===== src/rtl/accel_apb_arbiter.sv =====
`default_nettype none
// ============================================================================
//  Module   : accel_apb_arbiter (with package accel_apb_pkg)
//  Purpose  : Shares one downstream APB segment between NMST upstream APB
//             masters. Round-robin arbitration per transfer, registered
//             request/response stages, watchdog-terminated hung transfers.
//  Ports    : i_clk, i_nrst       clock, asynchronous active-low reset
//             i_mst_apbi[NMST]    upstream master requests
//             o_mst_apbo[NMST]    upstream responses (only owner sees pready)
//             o_slv_apbi          registered downstream request
//             i_slv_apbo          downstream response
//             o_grant             one-hot current owner, zero when idle
//             o_timeout           one-cycle pulse when the watchdog fires
//  Revision : 1.0  initial release
// ============================================================================

package accel_apb_pkg;

    typedef struct packed {
        logic [31:0] paddr;
        logic        pwrite;
        logic [31:0] pwdata;
        logic [3:0]  pstrb;
        logic        pselx;
        logic        penable;
        logic [2:0]  pprot;
    } apb_in_type;

    typedef struct packed {
        logic        pready;
        logic [31:0] prdata;
        logic        pslverr;
    } apb_out_type;

    localparam apb_in_type  apb_in_none  = '0;
    localparam apb_out_type apb_out_none = '0;

endpackage

module accel_apb_arbiter
    import accel_apb_pkg::*;
#(
    parameter int NMST    = 2,
    parameter int TIMEOUT = 256
) (
    input  logic            i_clk,
    input  logic            i_nrst,
    input  apb_in_type      i_mst_apbi [NMST],
    output apb_out_type     o_mst_apbo [NMST],
    output apb_in_type      o_slv_apbi,
    input  apb_out_type     i_slv_apbo,
    output logic [NMST-1:0] o_grant,
    output logic            o_timeout
);

    localparam int IDXW = $clog2(NMST);
    // A zero TIMEOUT still needs a 1-bit counter to keep the logic legal.
    localparam int WDW  = (TIMEOUT > 0) ? $clog2(TIMEOUT + 1) : 1;
    localparam logic [WDW-1:0]  WDOG_LAST = (TIMEOUT > 0) ? WDW'(TIMEOUT - 1) : '0;
    localparam logic [IDXW-1:0] LAST_RST  = IDXW'(NMST - 1);
    localparam logic [NMST-1:0] GRANT_ONE = {{(NMST-1){1'b0}}, 1'b1};

    typedef enum logic [1:0] {
        S_IDLE   = 2'd0,
        S_SETUP  = 2'd1,
        S_ACCESS = 2'd2,
        S_RESP   = 2'd3
    } state_t;

    state_t          state_q,    state_d;
    logic [IDXW-1:0] last_q,     last_d;
    logic [WDW-1:0]  wdog_q,     wdog_d;
    logic [NMST-1:0] grant_q,    grant_d;
    apb_in_type      slv_q,      slv_d;
    logic [31:0]     rsp_data_q, rsp_data_d;
    logic            rsp_err_q,  rsp_err_d;

    logic            w_found;
    logic [IDXW-1:0] w_winner;
    logic            w_timeout;
    logic [NMST-1:0] w_unused_penable;

    // (base + off) mod NMST; base < NMST and off <= NMST, so one wrap suffices.
    function automatic logic [IDXW-1:0] rr_idx(input logic [IDXW-1:0] base, input int off);
        int sum;
        sum = int'(base) + off;
        if (sum >= NMST) begin
            sum = sum - NMST;
        end
        return IDXW'(sum);
    endfunction

    // Round-robin pick: first requester after the previous owner, wrapping.
    // Offset NMST lands on the previous owner itself, so it only wins alone.
    always_comb begin
        w_found  = 1'b0;
        w_winner = last_q;
        for (int i = 1; i <= NMST; i++) begin
            if (!w_found && i_mst_apbi[rr_idx(last_q, i)].pselx) begin
                w_found  = 1'b1;
                w_winner = rr_idx(last_q, i);
            end
        end
    end

    always_comb begin
        state_d    = state_q;
        last_d     = last_q;
        wdog_d     = wdog_q;
        grant_d    = grant_q;
        slv_d      = slv_q;
        rsp_data_d = rsp_data_q;
        rsp_err_d  = rsp_err_q;
        w_timeout  = 1'b0;

        case (state_q)
            S_IDLE: begin
                if (w_found) begin
                    // Downstream fields are latched once and held until RESP,
                    // so a master dropping pselx early cannot disturb them.
                    slv_d         = apb_in_none;
                    slv_d.paddr   = i_mst_apbi[w_winner].paddr;
                    slv_d.pwrite  = i_mst_apbi[w_winner].pwrite;
                    slv_d.pwdata  = i_mst_apbi[w_winner].pwdata;
                    slv_d.pstrb   = i_mst_apbi[w_winner].pstrb;
                    slv_d.pprot   = i_mst_apbi[w_winner].pprot;
                    slv_d.pselx   = 1'b1;
                    slv_d.penable = 1'b0;
                    last_d        = w_winner;
                    grant_d       = GRANT_ONE << w_winner;
                    wdog_d        = '0;
                    state_d       = S_SETUP;
                end
            end
            S_SETUP: begin
                slv_d.penable = 1'b1;
                state_d       = S_ACCESS;
            end
            S_ACCESS: begin
                wdog_d = wdog_q + 1'b1;
                if (i_slv_apbo.pready) begin
                    rsp_data_d = i_slv_apbo.prdata;
                    rsp_err_d  = i_slv_apbo.pslverr;
                    slv_d      = apb_in_none;
                    state_d    = S_RESP;
                end else if ((TIMEOUT != 0) && (wdog_q == WDOG_LAST)) begin
                    rsp_data_d = 32'hFFFF_FFFF;
                    rsp_err_d  = 1'b1;
                    w_timeout  = 1'b1;
                    slv_d      = apb_in_none;
                    state_d    = S_RESP;
                end
            end
            S_RESP: begin
                grant_d = '0;
                state_d = S_IDLE;
            end
            default: begin
                state_d = S_IDLE;
            end
        endcase
    end

    always_ff @(posedge i_clk or negedge i_nrst) begin
        if (!i_nrst) begin
            state_q    <= S_IDLE;
            last_q     <= LAST_RST;
            wdog_q     <= '0;
            grant_q    <= '0;
            slv_q      <= apb_in_none;
            rsp_data_q <= '0;
            rsp_err_q  <= 1'b0;
        end else begin
            state_q    <= state_d;
            last_q     <= last_d;
            wdog_q     <= wdog_d;
            grant_q    <= grant_d;
            slv_q      <= slv_d;
            rsp_data_q <= rsp_data_d;
            rsp_err_q  <= rsp_err_d;
        end
    end

    // Only the owner sees the response, and only during RESP.
    for (genvar g = 0; g < NMST; g++) begin : g_mst_rsp
        assign o_mst_apbo[g] = ((state_q == S_RESP) && grant_q[g])
                             ? {1'b1, rsp_data_q, rsp_err_q}
                             : apb_out_none;
        // The arbiter works on pselx alone; upstream penable carries no information here.
        assign w_unused_penable[g] = i_mst_apbi[g].penable;
    end

    assign o_slv_apbi = slv_q;
    assign o_grant    = grant_q;
    assign o_timeout  = w_timeout;

endmodule

`default_nettype wire


===== config.mk =====
export PLATFORM = sky130hd
export DESIGN_NAME = accel_apb_arbiter
export DESIGN_NICKNAME = d
export VERILOG_FILES = /design/src/rtl/accel_apb_arbiter.sv
export SDC_FILE = /design/constraint.sdc
export NUM_CORES = 1
export LEC_CHECK = 0
export ABC_CLOCK_PERIOD_IN_PS = 2500
export CORE_ASPECT_RATIO = 0.8
export CORE_MARGIN = 2
export CORE_UTILIZATION = 35
export DETAILED_ROUTE_END_ITERATION = 8
export PLACE_DENSITY_LB_ADDON = 0.25
export SLEW_MARGIN = 25
export SYNTH_ARGS = -nofsm -noshare
export SYNTH_HDL_FRONTEND = slang
export SYNTH_SLANG_ARGS = --single-unit
export TNS_END_PERCENT = 50

===== constraint.sdc =====
create_clock -name i_clk -period 2.5 [get_ports i_clk]
set_input_delay 0.375 -clock i_clk [delete_from_list [all_inputs] [get_ports i_clk]]
set_output_delay 0.375 -clock i_clk [all_outputs]
set_load 0.005 [all_outputs]

==> reports/metrics.cfg <==
[status]
status=complete, no violations

[place]
place_hpwl_microns=14800
io_buffers=326
dp_cells=1080
gp_congestion=0.782

[synthesis]
ys_warn_count=0
syn_nets=756
synth-seq-area-share=0.512
avgSynthCellArea_sq_um=10.5
synth_seq_cells=121
netlist_area_sq_um=5910
syn_inst=565
synthDistinctLibCells=38

[sta]
fmax_mhz=422
period_share=0.947
drv_slew=0
setup_violations=0
finalSetupTns_ns=0
hold_viol_final=0
relSlewSlack=0.658
period_minus_slack_ns=2.37
clock_skew_ns=0.00795
tightest_slew_ns=0.514
rsz0062_at_grt=false

[critical_path]
cp-start-kind=flip-flop
cp.depth=4
path_cells=ha_1, buf_12, and3_1, clkdlybuf4s50_1
crit_slowest_cell=clkdlybuf4s50_1
arrival_ns=1.99
critPathRequiredTime_ns=2.12
critPathBufInv=2
endpoint_kind=output pin
critPathTopFamily=buffers and inverters
critical_path_class=flip-flop to output pin
critPathMaxStageDelay_ns=0.51
worstRegToRegCells=9
worst-path-max-fanout=71

[die]
die_h_microns=120
die_area_sq_um=18000
pin_count=329
initial_core_util=0.357
rows=42
fp.dieW_microns=149
core_sq_um=16600

[route]
drcViolationCount=0
vias_per_cell=4.92
drt_iter0_markers=223
ant_nets=0
wire_per_inst_microns=17.3
firstDrtPassIters=5
routed_wl_microns=19300
num_vias=5484

[grt]
grt_remaining_overflow=0
grt_pass1_wl_microns=29900
grt_max_degree=72
grt_use_total=0.212
antenna_found_initial=0
first_global_vias=5576

[power]
p_leak_nw=4.43
pwr_density_cell_nw_per_um2=1030
ir_worst_vdd_uv=686

[clock_network]
cts_made_buffers=17
cts_tree=done
htreeDepth=4
cts_sinks=121
clock_path_buffers=2
path_clk_slew_ns=0.06
cts_root_buf=clkbuf_16
clk_latency_ns=0.40

[layout]
antennaDiodeCount=0
stdcell_count=1114
finalNetCount=1072
fillerInstances=1374
area_delta_synth_final_pct=70.0
drive_above_1_share=0.0671

[min_path]
min_path_type=input pin to asynchronous set/reset pin

[job]
drv_cap=0

worst paths after layout:
kind                                            start                         end  slack (ns)
hold / removal                                 i_nrst  rsp_data_q[30]$_DFFE_PN0P_        0.48
min in group i_clk         o_slv_apbi[21]$_DFFE_PN0P_  o_slv_apbi[21]$_DFFE_PN0P_        0.48
setup reg to reg                wdog_q[1]$_DFFE_PN0P_  o_slv_apbi[52]$_DFFE_PN0P_        0.26
hold reg to reg            o_slv_apbi[21]$_DFFE_PN0P_  o_slv_apbi[21]$_DFFE_PN0P_        0.48
setup / recovery               state_q[0]$_DFFE_PN0P_              o_mst_apbo[51]        0.13
max in group asynchronous                      i_nrst  o_slv_apbi[12]$_DFFE_PN0P_        1.12
cell usage after synthesis, drive strengths merged:
library cell,instances,area share
dfrtp,120,0.51
o21ai,84,0.073
nand2,83,0.053
mux2i,74,0.13
and3,70,0.074
o22a,33,0.049
clkbuf,26,0.017
buf,20,0.030
ha,7,0.015
inv,7,0.0044
nor2,5,0.0032
nor3b,5,0.0083
a31oi,3,0.0032
and2,3,0.0032
nand3,3,0.0025
a21oi,2,0.0017
nand2b,2,0.0021
nand4,2,0.0021
nor2b,2,0.0021
o311ai,2,0.0030
a311o,1,0.0017
a32o,1,0.0017
dfstp,1,0.0044
mux2,1,0.0019
nor3,1,0.00085
nor4,1,0.0021
o21a,1,0.0013
o21bai,1,0.0013
o32a,1,0.0017
o41ai,1,0.0015
or3,1,0.0011
or3b,1,0.0015
area by class of cell:
type	count	area, sq um	share of cell area
well taps	220	275	0.0274
inverters	7	26.3	0.00261
flip-flops and latches	121	3030	0.301
repair buffers	343	3460	0.345
clock inverters	12	188	0.0187
multi-input cells	391	2610	0.260
clock buffers	20	457	0.0454
cell families (layout without fill, tap and decap cells):
logic type / Yosys count / after routing / synth area share
multiplexers: 75 / 75 / 0.127
buffers and inverters: 53 / 382 / 0.0512
adder cells (fa/ha/maj): 7 / 7 / 0.0148
AND/OR/NAND/NOR: 179 / 179 / 0.156
AO/OA/AOI/OAI: 130 / 130 / 0.139
flip-flops: 121 / 121 / 0.512
where the power goes:
group	leakage (nW)	switching (mW)	internal, mW
combinational	2.60	2.18	2.36
sequential	1.52	0.460	2.72
clock	0.308	0.903	1.74
total	4.43	3.54	6.82
stage by stage:
step	utilization	worst slack, ns	hold WS, ns	cell area (sq um)	total power [mW]
6_report	0.607	0.132	0.482	10100	10.4
5_1_grt	0.607	0.0361	0.502	10100	11.0
4_1_cts	0.607	0.110	0.479	10100	10.5
3_5_place_dp	0.567	0.155	0.366	9380	7.79
3_3_place_gp	0.567	0.212	0.362	9380	7.59
2_1_floorplan	-	0.520	0.0794	5910	5.68
state kept, by name, indices dropped and copies added, names as in the netlist:
signal and count:
o_slv_apbi 74, rsp_data_q 32, wdog_q 9, o_grant 2
state_q 2, last_q 1, rsp_err_q 1
routing by layer:
| layer | GRT usage | wire length, microns |
|---|---|---|
| met5 | 0 | 0 |
| met4 | 0.0512 | 185 |
| met3 | 0.0442 | 823 |
| met2 | 0.393 | 10400 |
| met1 | 0.252 | 7920 |
placed cells by master (no fill, tap or decap), types with 3 or more instances in the layout:
cell type	netlist	layout
clkdlybuf4s50_1	0	324
dfrtp_1	120	120
nand2_1	83	83
mux2i_1	74	74
o21ai_1	71	71
and3_1	70	69
o22a_1	33	33
clkbuf_16	0	17
o21ai_0	12	11
buf_4	7	11
inv_1	7	7
ha_1	7	6
buf_12	0	6
nor2_1	5	4
inv_6	0	4
bufinv_16	0	4
and2_1	3	3
nor3b_1	4	3
nand3_1	3	3
a31oi_1	3	3
what timing repair did:
item / 4_1_cts / 5_1_grt
hold buffers: 1 / 0
buffers inserted: 1 / 0
setup endpoints to repair: 1 / 0
resized for setup: 4 / 0
hold endpoints to repair: 32 / 0
Power figures use the tool's default switching activity.
